--- config.mk ---
export PLATFORM = sky130hd
export DESIGN_NAME = usb_fs_tx_serializer
export DESIGN_NICKNAME = d
export VERILOG_FILES = /design/src/rtl/usb_pkg.sv /design/src/rtl/usb_nrzi_stuffer.sv /design/src/rtl/usb_fs_tx_serializer.sv
export SDC_FILE = /design/constraint.sdc
export NUM_CORES = 1
export LEC_CHECK = 0
export CORE_MARGIN = 5
export CORE_UTILIZATION = 50
export DETAILED_ROUTE_END_ITERATION = 6
export HOLD_SLACK_MARGIN = 0.08
export MAX_ROUTING_LAYER = met4
export PLACE_DENSITY = 0.73
export SLEW_MARGIN = 5
export SYNTH_ARGS = -nofsm -noshare
export SYNTH_HDL_FRONTEND = slang
export SYNTH_SLANG_ARGS = --single-unit
--- constraint.sdc ---
create_clock -name clk -period 2.6 [get_ports clk]
set_input_delay 0.26 -clock clk [delete_from_list [all_inputs] [get_ports clk]]
set_output_delay 0.26 -clock clk [all_outputs]
set_load 0.01 [all_outputs]
--- src/rtl/usb_pkg.sv ---
// usb_pkg: shared full-speed USB transmit types and line-state constants
package usb_pkg;
    typedef enum logic [2:0] {IDLE, SYNC, DATA, EOP_SE0, EOP_J} tx_state_t;
    localparam logic [7:0] USB_SYNC = 8'h80;
    localparam logic [1:0] LS_J = 2'b10;
    localparam logic [1:0] LS_K = 2'b01;
    localparam logic [1:0] LS_SE0 = 2'b00;
    localparam int STUFF_LIMIT = 6;
endpackage

--- src/rtl/usb_nrzi_stuffer.sv ---
// usb_nrzi_stuffer: NRZI encoder with run-of-ones tracking, advanced once per bit strobe
module usb_nrzi_stuffer
    import usb_pkg::*;
(
    input  logic clk,
    input  logic rst_n,
    input  logic bit_stb,
    input  logic bit_init,
    input  logic bit_in,
    output logic stuff_req,
    output logic nrzi_d
);
    logic nrzi_q;
    logic [2:0] ones_q, ones_d;
    logic base_lvl, toggle;
    logic [2:0] base_ones;

    assign stuff_req = ones_q == 3'(STUFF_LIMIT);

    // bit_init restarts from J with an empty run, so a packet never inherits stale state
    always_comb begin
        base_lvl = bit_init ? 1'b1 : nrzi_q;
        base_ones = bit_init ? 3'd0 : ones_q;
        toggle = (stuff_req && !bit_init) || !bit_in;
        nrzi_d = bit_stb ? base_lvl ^ toggle : nrzi_q;
        ones_d = bit_stb ? (toggle ? 3'd0 : base_ones + 3'd1) : ones_q;
    end

    always_ff @(posedge clk or negedge rst_n) begin
        if (!rst_n) begin
            nrzi_q <= 1'b1;
            ones_q <= 3'd0;
        end else begin
            nrzi_q <= nrzi_d;
            ones_q <= ones_d;
        end
    end
endmodule

--- src/rtl/usb_fs_tx_serializer.sv ---
// usb_fs_tx_serializer: full-speed USB transmit path, bytes in, SYNC/stuffed NRZI/EOP out on D+/D-
module usb_fs_tx_serializer
    import usb_pkg::*;
#(
    parameter int CLK_PER_BIT = 4
) (
    input  logic       clk,
    input  logic       rst_n,
    input  logic       tx_valid,
    input  logic [7:0] tx_data,
    input  logic       tx_last,
    output logic       tx_ready,
    output logic       tx_busy,
    output logic       tx_underrun,
    output logic       usb_dp,
    output logic       usb_dn,
    output logic       usb_oe
);
    localparam int PW = $clog2(CLK_PER_BIT);
    localparam logic [PW-1:0] PH_LAST = PW'(CLK_PER_BIT - 1);

    tx_state_t state_q, state_d;
    logic [PW-1:0] phase_q, phase_d;
    logic [2:0] bit_q, bit_d;
    logic [7:0] shift_q, shift_d;
    logic last_q, last_d;
    logic [1:0] line_q, line_d, eop_line;
    logic oe_q, oe_d, und_q, und_d;
    logic bit_end, boundary, stb, init, bit_val, stuff_req, nrzi_d;

    usb_nrzi_stuffer u_nrzi (
        .clk      (clk),
        .rst_n    (rst_n),
        .bit_stb  (stb),
        .bit_init (init),
        .bit_in   (bit_val),
        .stuff_req(stuff_req),
        .nrzi_d   (nrzi_d)
    );

    assign bit_end = phase_q == PH_LAST;
    assign boundary = state_q == DATA && bit_end && bit_q == 3'd7 && !stuff_req;
    assign tx_ready = rst_n && (state_q == IDLE || (boundary && !last_q));
    assign tx_busy = state_q != IDLE;
    assign tx_underrun = und_q;
    assign {usb_dp, usb_dn} = line_q;
    assign usb_oe = oe_q;
    assign line_d = stb ? (nrzi_d ? LS_J : LS_K) : eop_line;

    // bit_q indexes SYNC bits, then data bits of the current byte, then EOP SE0 bit times
    always_comb begin
        state_d = state_q;
        phase_d = (state_q == IDLE || bit_end) ? '0 : phase_q + 1'b1;
        bit_d = bit_q;
        shift_d = shift_q;
        last_d = last_q;
        oe_d = oe_q;
        und_d = 1'b0;
        eop_line = line_q;
        stb = 1'b0;
        init = 1'b0;
        bit_val = 1'b0;
        case (state_q)
            IDLE: if (tx_valid) begin
                state_d = SYNC;
                stb = 1'b1;
                init = 1'b1;
                bit_val = USB_SYNC[0];
                bit_d = 3'd0;
                shift_d = tx_data;
                last_d = tx_last;
                oe_d = 1'b1;
            end
            SYNC: if (bit_end) begin
                stb = 1'b1;
                bit_d = bit_q + 3'd1;
                if (bit_q == 3'd7) begin
                    state_d = DATA;
                    bit_val = shift_q[0];
                    shift_d = shift_q >> 1;
                end else begin
                    bit_val = USB_SYNC[bit_q + 3'd1];
                end
            end
            DATA: if (boundary) begin
                if (tx_valid && !last_q) begin
                    stb = 1'b1;
                    bit_val = tx_data[0];
                    shift_d = {1'b0, tx_data[7:1]};
                    last_d = tx_last;
                    bit_d = 3'd0;
                end else begin
                    state_d = EOP_SE0;
                    eop_line = LS_SE0;
                    bit_d = 3'd0;
                    und_d = !last_q;
                end
            end else if (bit_end) begin
                stb = 1'b1;
                bit_val = shift_q[0];
                if (!stuff_req) begin
                    shift_d = shift_q >> 1;
                    bit_d = bit_q + 3'd1;
                end
            end
            EOP_SE0: if (bit_end) begin
                bit_d = bit_q + 3'd1;
                if (bit_q[0]) begin
                    state_d = EOP_J;
                    eop_line = LS_J;
                end
            end
            EOP_J: if (bit_end) begin
                state_d = IDLE;
                oe_d = 1'b0;
            end
            default: state_d = IDLE;
        endcase
    end

    always_ff @(posedge clk or negedge rst_n) begin
        if (!rst_n) begin
            state_q <= IDLE;
            phase_q <= '0;
            bit_q <= 3'd0;
            shift_q <= 8'd0;
            last_q <= 1'b0;
            line_q <= LS_J;
            oe_q <= 1'b0;
            und_q <= 1'b0;
        end else begin
            state_q <= state_d;
            phase_q <= phase_d;
            bit_q <= bit_d;
            shift_q <= shift_d;
            last_q <= last_d;
            line_q <= line_d;
            oe_q <= oe_d;
            und_q <= und_d;
        end
    end
endmodule

==> results of run 1 <==
## layout make-up
| cell class | count | area [um2] | area share |
|---|---|---|---|
| clock buffers | 3 | 22.5 | 0.0129 |
| clock inverters | 1 | 5.00 | 0.00287 |
| inverters | 9 | 33.8 | 0.0194 |
| multi-input cells | 120 | 801 | 0.459 |
| flip-flops and latches | 25 | 629 | 0.361 |
| well taps | 31 | 38.8 | 0.0222 |
| repair buffers | 23 | 215 | 0.123 |
## worst max-delay path, cell delays in order, from the launching register on
cell and delay [ps]:
dfrtp_2 470, ha_1 220, ha_1 200, buf_4 180, nand3_1 140, nor2_1 60
o21a_1 170, clkdlybuf4s50_1 470
## registers in the layout, summed over array words and instances, names as in the netlist
signal,flops
line_q,2
state_q,3
u_nrzi.ones_q,3
last_q,1
tx_underrun,1
phase_q,2
usb_oe,1
bit_q,3
u_nrzi.nrzi_q,1
shift_q,8
## layer usage
layer	part of all wire	GRT usage	vias up	wire (um)
met1	0.43	0.253	641	1570
met2	0.50	0.322	59	1830
met5	0	-	-	0
met3	0.056	0.0294	5	206
met4	0.013	0.0923	0	48
li1	-	-	634	-
## power groups by stage
| stage | registers (mW) | clock network, mW | logic, mW |
|---|---|---|---|
| detailed placement | 0.660 | 0 | 0.879 |
| floorplan | 0.616 | 0 | 0.663 |
| finish | 0.658 | 0.176 | 0.893 |
| global placement | 0.648 | 0 | 0.860 |
| CTS | 0.651 | 0.183 | 0.889 |
| global route | 0.679 | 0.200 | 1.01 |
## worst max-delay path by stage
stage / startpoint / to / slack [ps]
after floorplan: bit_q[0] / line_q[1] / 430
after global placement: bit_q[0] / line_q[1] / 330
after detailed placement: bit_q[0] / line_q[1] / 260
after CTS: phase_q[0] / tx_ready / 40
after global routing: bit_q[0] / tx_ready / 4
final: bit_q[0] / tx_ready / 110
## layout by cell type (no fill, tap or decap), types with 3 or more instances in the layout
cell type | synthesis | routed
o21ai_1 | 4 | 4
clkbuf_4 | 0 | 3
ha_1 | 5 | 4
nand2_1 | 27 | 27
nor2b_1 | 3 | 3
nand3_1 | 6 | 6
dfrtp_1 | 23 | 22
a222oi_1 | 7 | 7
buf_4 | 2 | 6
nor3_1 | 4 | 4
inv_1 | 9 | 9
a22o_1 | 3 | 3
a21oi_1 | 5 | 5
nor2_1 | 6 | 6
o21ai_0 | 14 | 14
clkdlybuf4s50_1 | 0 | 17
## cell families after synthesis
kind of cell / after synthesis / synth area share
AND/OR/NAND/NOR: 60 / 0.202
AO/OA/AOI/OAI: 50 / 0.249
flip-flops: 25 / 0.418
buffers and inverters: 18 / 0.0574
adder cells (fa/ha/maj): 5 / 0.0416
XOR/XNOR: 3 / 0.0175
multiplexers: 2 / 0.0142
==> metrics.txt, run 1 <==
Area contributors post-synth=dfrtp_1 (38%), nand2_1 (6.7%), a222oi_1 (4.7%); Comb power frac=0.517; initial DRC count=127; top_reg_cell synth=dfrtp_1; Overall Global Routing Usage=0.202; number of routed nets with antenna violations=0; Setup crit end kind=output pin; Placement Rows=19; I/O pins=18; Final setup viols=0; crit path max fanout=11; Design Power=1.73 mW; CP Launch Type=flop; syn avg cell area=9.22 um2; sw frac=0.434; H-tree levels=1; Fin. Hold Viols=0; YS warnings=0; Fill cells=263; P&R area growth vs syn=16.2%; Slew @ Worst Pin=637 ps; Post-DP HPWL=2730 um; Initial Util=0.531; top-area cell type share of the netlist area=0.383; Post-synth ARST share=1.00; Synth cell types=47; die area=4200 um2; max-slew violations=0; Final Cycle Share=0.959; critical path class=reg -> out; Routed WL per cell=17.2 um; core area=2830 um2; RSZ-0062 raised after global routing=no; Setup Buffers After CTS=0; Final TNS setup=0 ps; Post-Layout Cell Count=212; sequential cell area fraction in the yosys report=0.418; initial antenna violation count=0; first-pass GRT wire length=6400 um; pwr dens=990 nW/um2; CTS tree=done; Antenna Diode Count=0; Final Cell Area=1750 um2; hold-fix buffers at CTS=0; final hold slack=392 ps; area leader, netlist=dfrtp_1; Int Power=0.979 mW; Post-Synthesis Cells=163; drt pass-1 iters=5; Max Fclk=0.401 GHz; HP Class=in -> async; DR vias=1,339; reg-to-reg slack, setup=240 ps; clock buffer depth=2; largest net degree at the start of global routing=26; Data arrival, critical path=2230 ps; maximum VDD drop=0.000496 V; relative slew slack=0.569; post-DR vias/cell=6.32; chip width=64.8 um; routability cong.=0.997; fraction of layout cells with a size suffix above 1=0.116; CTS Buf Count=3; final worst slack=108 ps; synthesized flop and latch total=25; Worst-path clk slew=140 ps; Final Critical Period=2490 ps; post-CTS sizing=1; total wire length=3660 um; Flop pwr share=0.381; status=finished clean; area of the mapped netlist=1500 um2; Synth Net Count=180; Die H=64.8 um; Setup Skew=8.74 ps; clock share of power=0.102; pre-CTS WS=264 ps; placed cells=208; Leak Pwr=0.739 nW; GR Overflow Total=0; Crit Reg-Reg Startpoint=bit_q[0]; drt drc=0; Clock Sinks=25; RR Endpoint=line_q[1]; max_cap viols=0; most common cell in the netlist=nand2_1; Post-synth EDFFs=0; Worst Path Required=2340 ps; NumNets Final=199; CTS root buf=clkbuf_4; final core occ=0.617; number of port buffers=17; top cells by count, synth=nand2_1 (27), dfrtp_1 (23), o21ai_0 (14), inv_1 (9), a222oi_1 (7); Psw=0.749 mW; vias in the first global route=1,355; worst skew pair latency=330 ps; dpl cell area=1700 um2; worst r2r path cells=7
(Power assumes the default switching activity.)
==> inputs of run 2 (changes only) <==
- CTS_CLUSTER_SIZE: default -> 25
- PLACE_DENSITY: 0.73 -> 0.72
- SYNTH_HIERARCHICAL: default -> 1
==> metrics.txt, run 2 <==
status=finished clean; Data arrival, critical path=2240 ps; relative slew slack=0.688; commonest non-fill, non-tap cells in the layout=dfrtp_1 (22), clkdlybuf4s50_1 (17), inv_1 (13), buf_4 (13), nor2_1 (9); maximum VDD drop=0.000513 V; Clock Sinks=25; most common cell after layout, fill and taps aside=dfrtp_1; pwr dens=1070 nW/um2; largest net degree at the start of global routing=26; fraction of layout cells with a size suffix above 1=0.257; synthesized flop and latch total=25; RSZ-0062 raised after global routing=no; Worst-path clk slew=140 ps; CP Launch Type=flop; Overall Global Routing Usage=0.187; drt drc=0; CP Depth=7; H-tree levels=1; Synth Net Count=180; CTS Buf Count=3; first-pass GRT wire length=6490 um; number of routed nets with antenna violations=0; Post-synth ARST share=1.00; Final Critical Period=2500 ps; critical path class=reg -> out; routability cong.=0.999; initial DRC count=56; Worst Path Required=2340 ps; worst skew pair latency=320 ps; total wire length=3850 um; Slew @ Worst Pin=466 ps; worst r2r path cells=13; NumNets Final=205; reg-to-reg slack, setup=170 ps; sequential cell area fraction in the yosys report=0.362; P&R area growth vs syn=17.7%; CTS root buf=clkbuf_4; largest stage delay on the critical path=540 ps; I/O pins=18; Leak Pwr=0.856 nW; Final setup viols=0; Max Fclk=0.400 GHz; post-DR vias/cell=5.74; Largest Register=shift_q; DR vias=1,338; Initial Util=0.520; core area=3340 um2; Placement Rows=21; HP Class=in -> async; top cells by count, synth=dfrtp_1 (23), inv_1 (13), nor2_1 (9), nand2_1 (8), o21a_1 (8); crit path cell chain=ha_1 > ha_4 > nand2b_4 > nor4_4 > and2_1 > o21a_1 > clkdlybuf4s50_1; YS warnings=6; clock buffer depth=2; Synth cell types=53; chip width=68.9 um; top-area cell type share of the netlist area=0.332; most common cell in the netlist=dfrtp_1; Antenna Diode Count=0; crit path max fanout=6; drt pass-1 iters=4; Fin. Hold Viols=0; Setup crit end kind=output pin; crit-path leading delay family=buffers and inverters; number of port buffers=17; Setup Skew=10.5 ps; CTS tree=done; initial antenna violation count=0; number of flip-flops in the largest register=8; area leader, netlist=dfrtp_1; Final TNS setup=0 ps; Die H=68.9 um; Crit-path slowest cell=clkdlybuf4s50_1; CP Buf/Inv Count=1; GR Overflow Total=0; top_reg_cell synth=dfrtp_1; die area=4750 um2; max-slew violations=0; Area contributors post-synth=dfrtp_1 (33%), mux2_4 (6.1%), a221o_1 (4.0%); final core occ=0.612; Post-DP HPWL=2860 um; syn avg cell area=10.6 um2; Routed WL per cell=16.5 um; max_cap viols=0; area of the mapped netlist=1730 um2; Post-Synthesis Cells=163; vias in the first global route=1,309; Post-synth EDFFs=0; Final Cycle Share=0.961
==> run 2: cell count changes in the layout (fill, tap and decap cells not counted), moves of 6 or more <==
cell and change:
a221o_1 +6, a222oi_1 -7, buf_4 +7, mux2_4 +7, nand2_1 -20, o21a_1 +6
o21ai_0 -9
==> run 2: logic make-up (layout without fill, tap and decap cells) <==
kind of cell             count (synthesis)  count (layout)  synth area share
adder cells (fa/ha/maj)                  5               5            0.0361
XOR/XNOR                                 1               1            0.0159
AND/OR/NAND/NOR                         46              46             0.191
multiplexers                            12              12            0.0916
flip-flops                              25              25             0.362
buffers and inverters                   25              49            0.0736
AO/OA/AOI/OAI                           49              49             0.229
==> run 2: report_power, final <==
group	internal, mW	switching (mW)	total [mW]
logic	0.686	0.621	1.31
registers	0.553	0.150	0.703
clock network	0.0599	0.115	0.175
total	1.30	0.887	2.18
==> run 2: cell type report <==
type	instances	area, um2
repair buffers	30	268
clock buffers	4	26.3
inverters	15	58.8
fillers	301	1300
flip-flops and latches	25	629
well taps	46	57.6
multi-input cells	113	1000
==> run 2: metal layers <==
metal / up-vias / GRT usage / part of all wire
met1: 655 / 0.252 / 0.46
met5: - / - / 0
met3: 5 / 0.0211 / 0.035
li1: 652 / - / -
met4: 0 / 0.0511 / 0.0088
met2: 26 / 0.299 / 0.50
==> run 2: metrics by stage <==
step	std cells	setup WS, ps	total power, mW	cell area (um2)	hold WS (ps)
floorplan	163	161	1.67	1730	-35.6
global placement	227	256	1.91	1980	425
detailed placement	227	109	1.97	1980	453
CTS	232	8.12	2.15	2010	393
global route	233	5.82	2.36	2040	411
finish	233	102	2.18	2040	394
==> run 2: timing repair <==
action	in CTS	in global routing
pin swaps	1	0
buffers inserted	1	1
hold buffers	0	0
gates resized for setup	1	6
setup endpoints to repair	1	2
==> run 2: worst paths after layout <==
path,end,start
worst max register to register,line_q[1],bit_q[1]
worst min register to register,phase_q[0],phase_q[0]
max in group asynchronous,u_nrzi/nrzi_q,rst_n
worst max-delay path,tx_ready,bit_q[1]
worst min-delay path,line_q[0],rst_n
min in group clk,phase_q[0],phase_q[0]
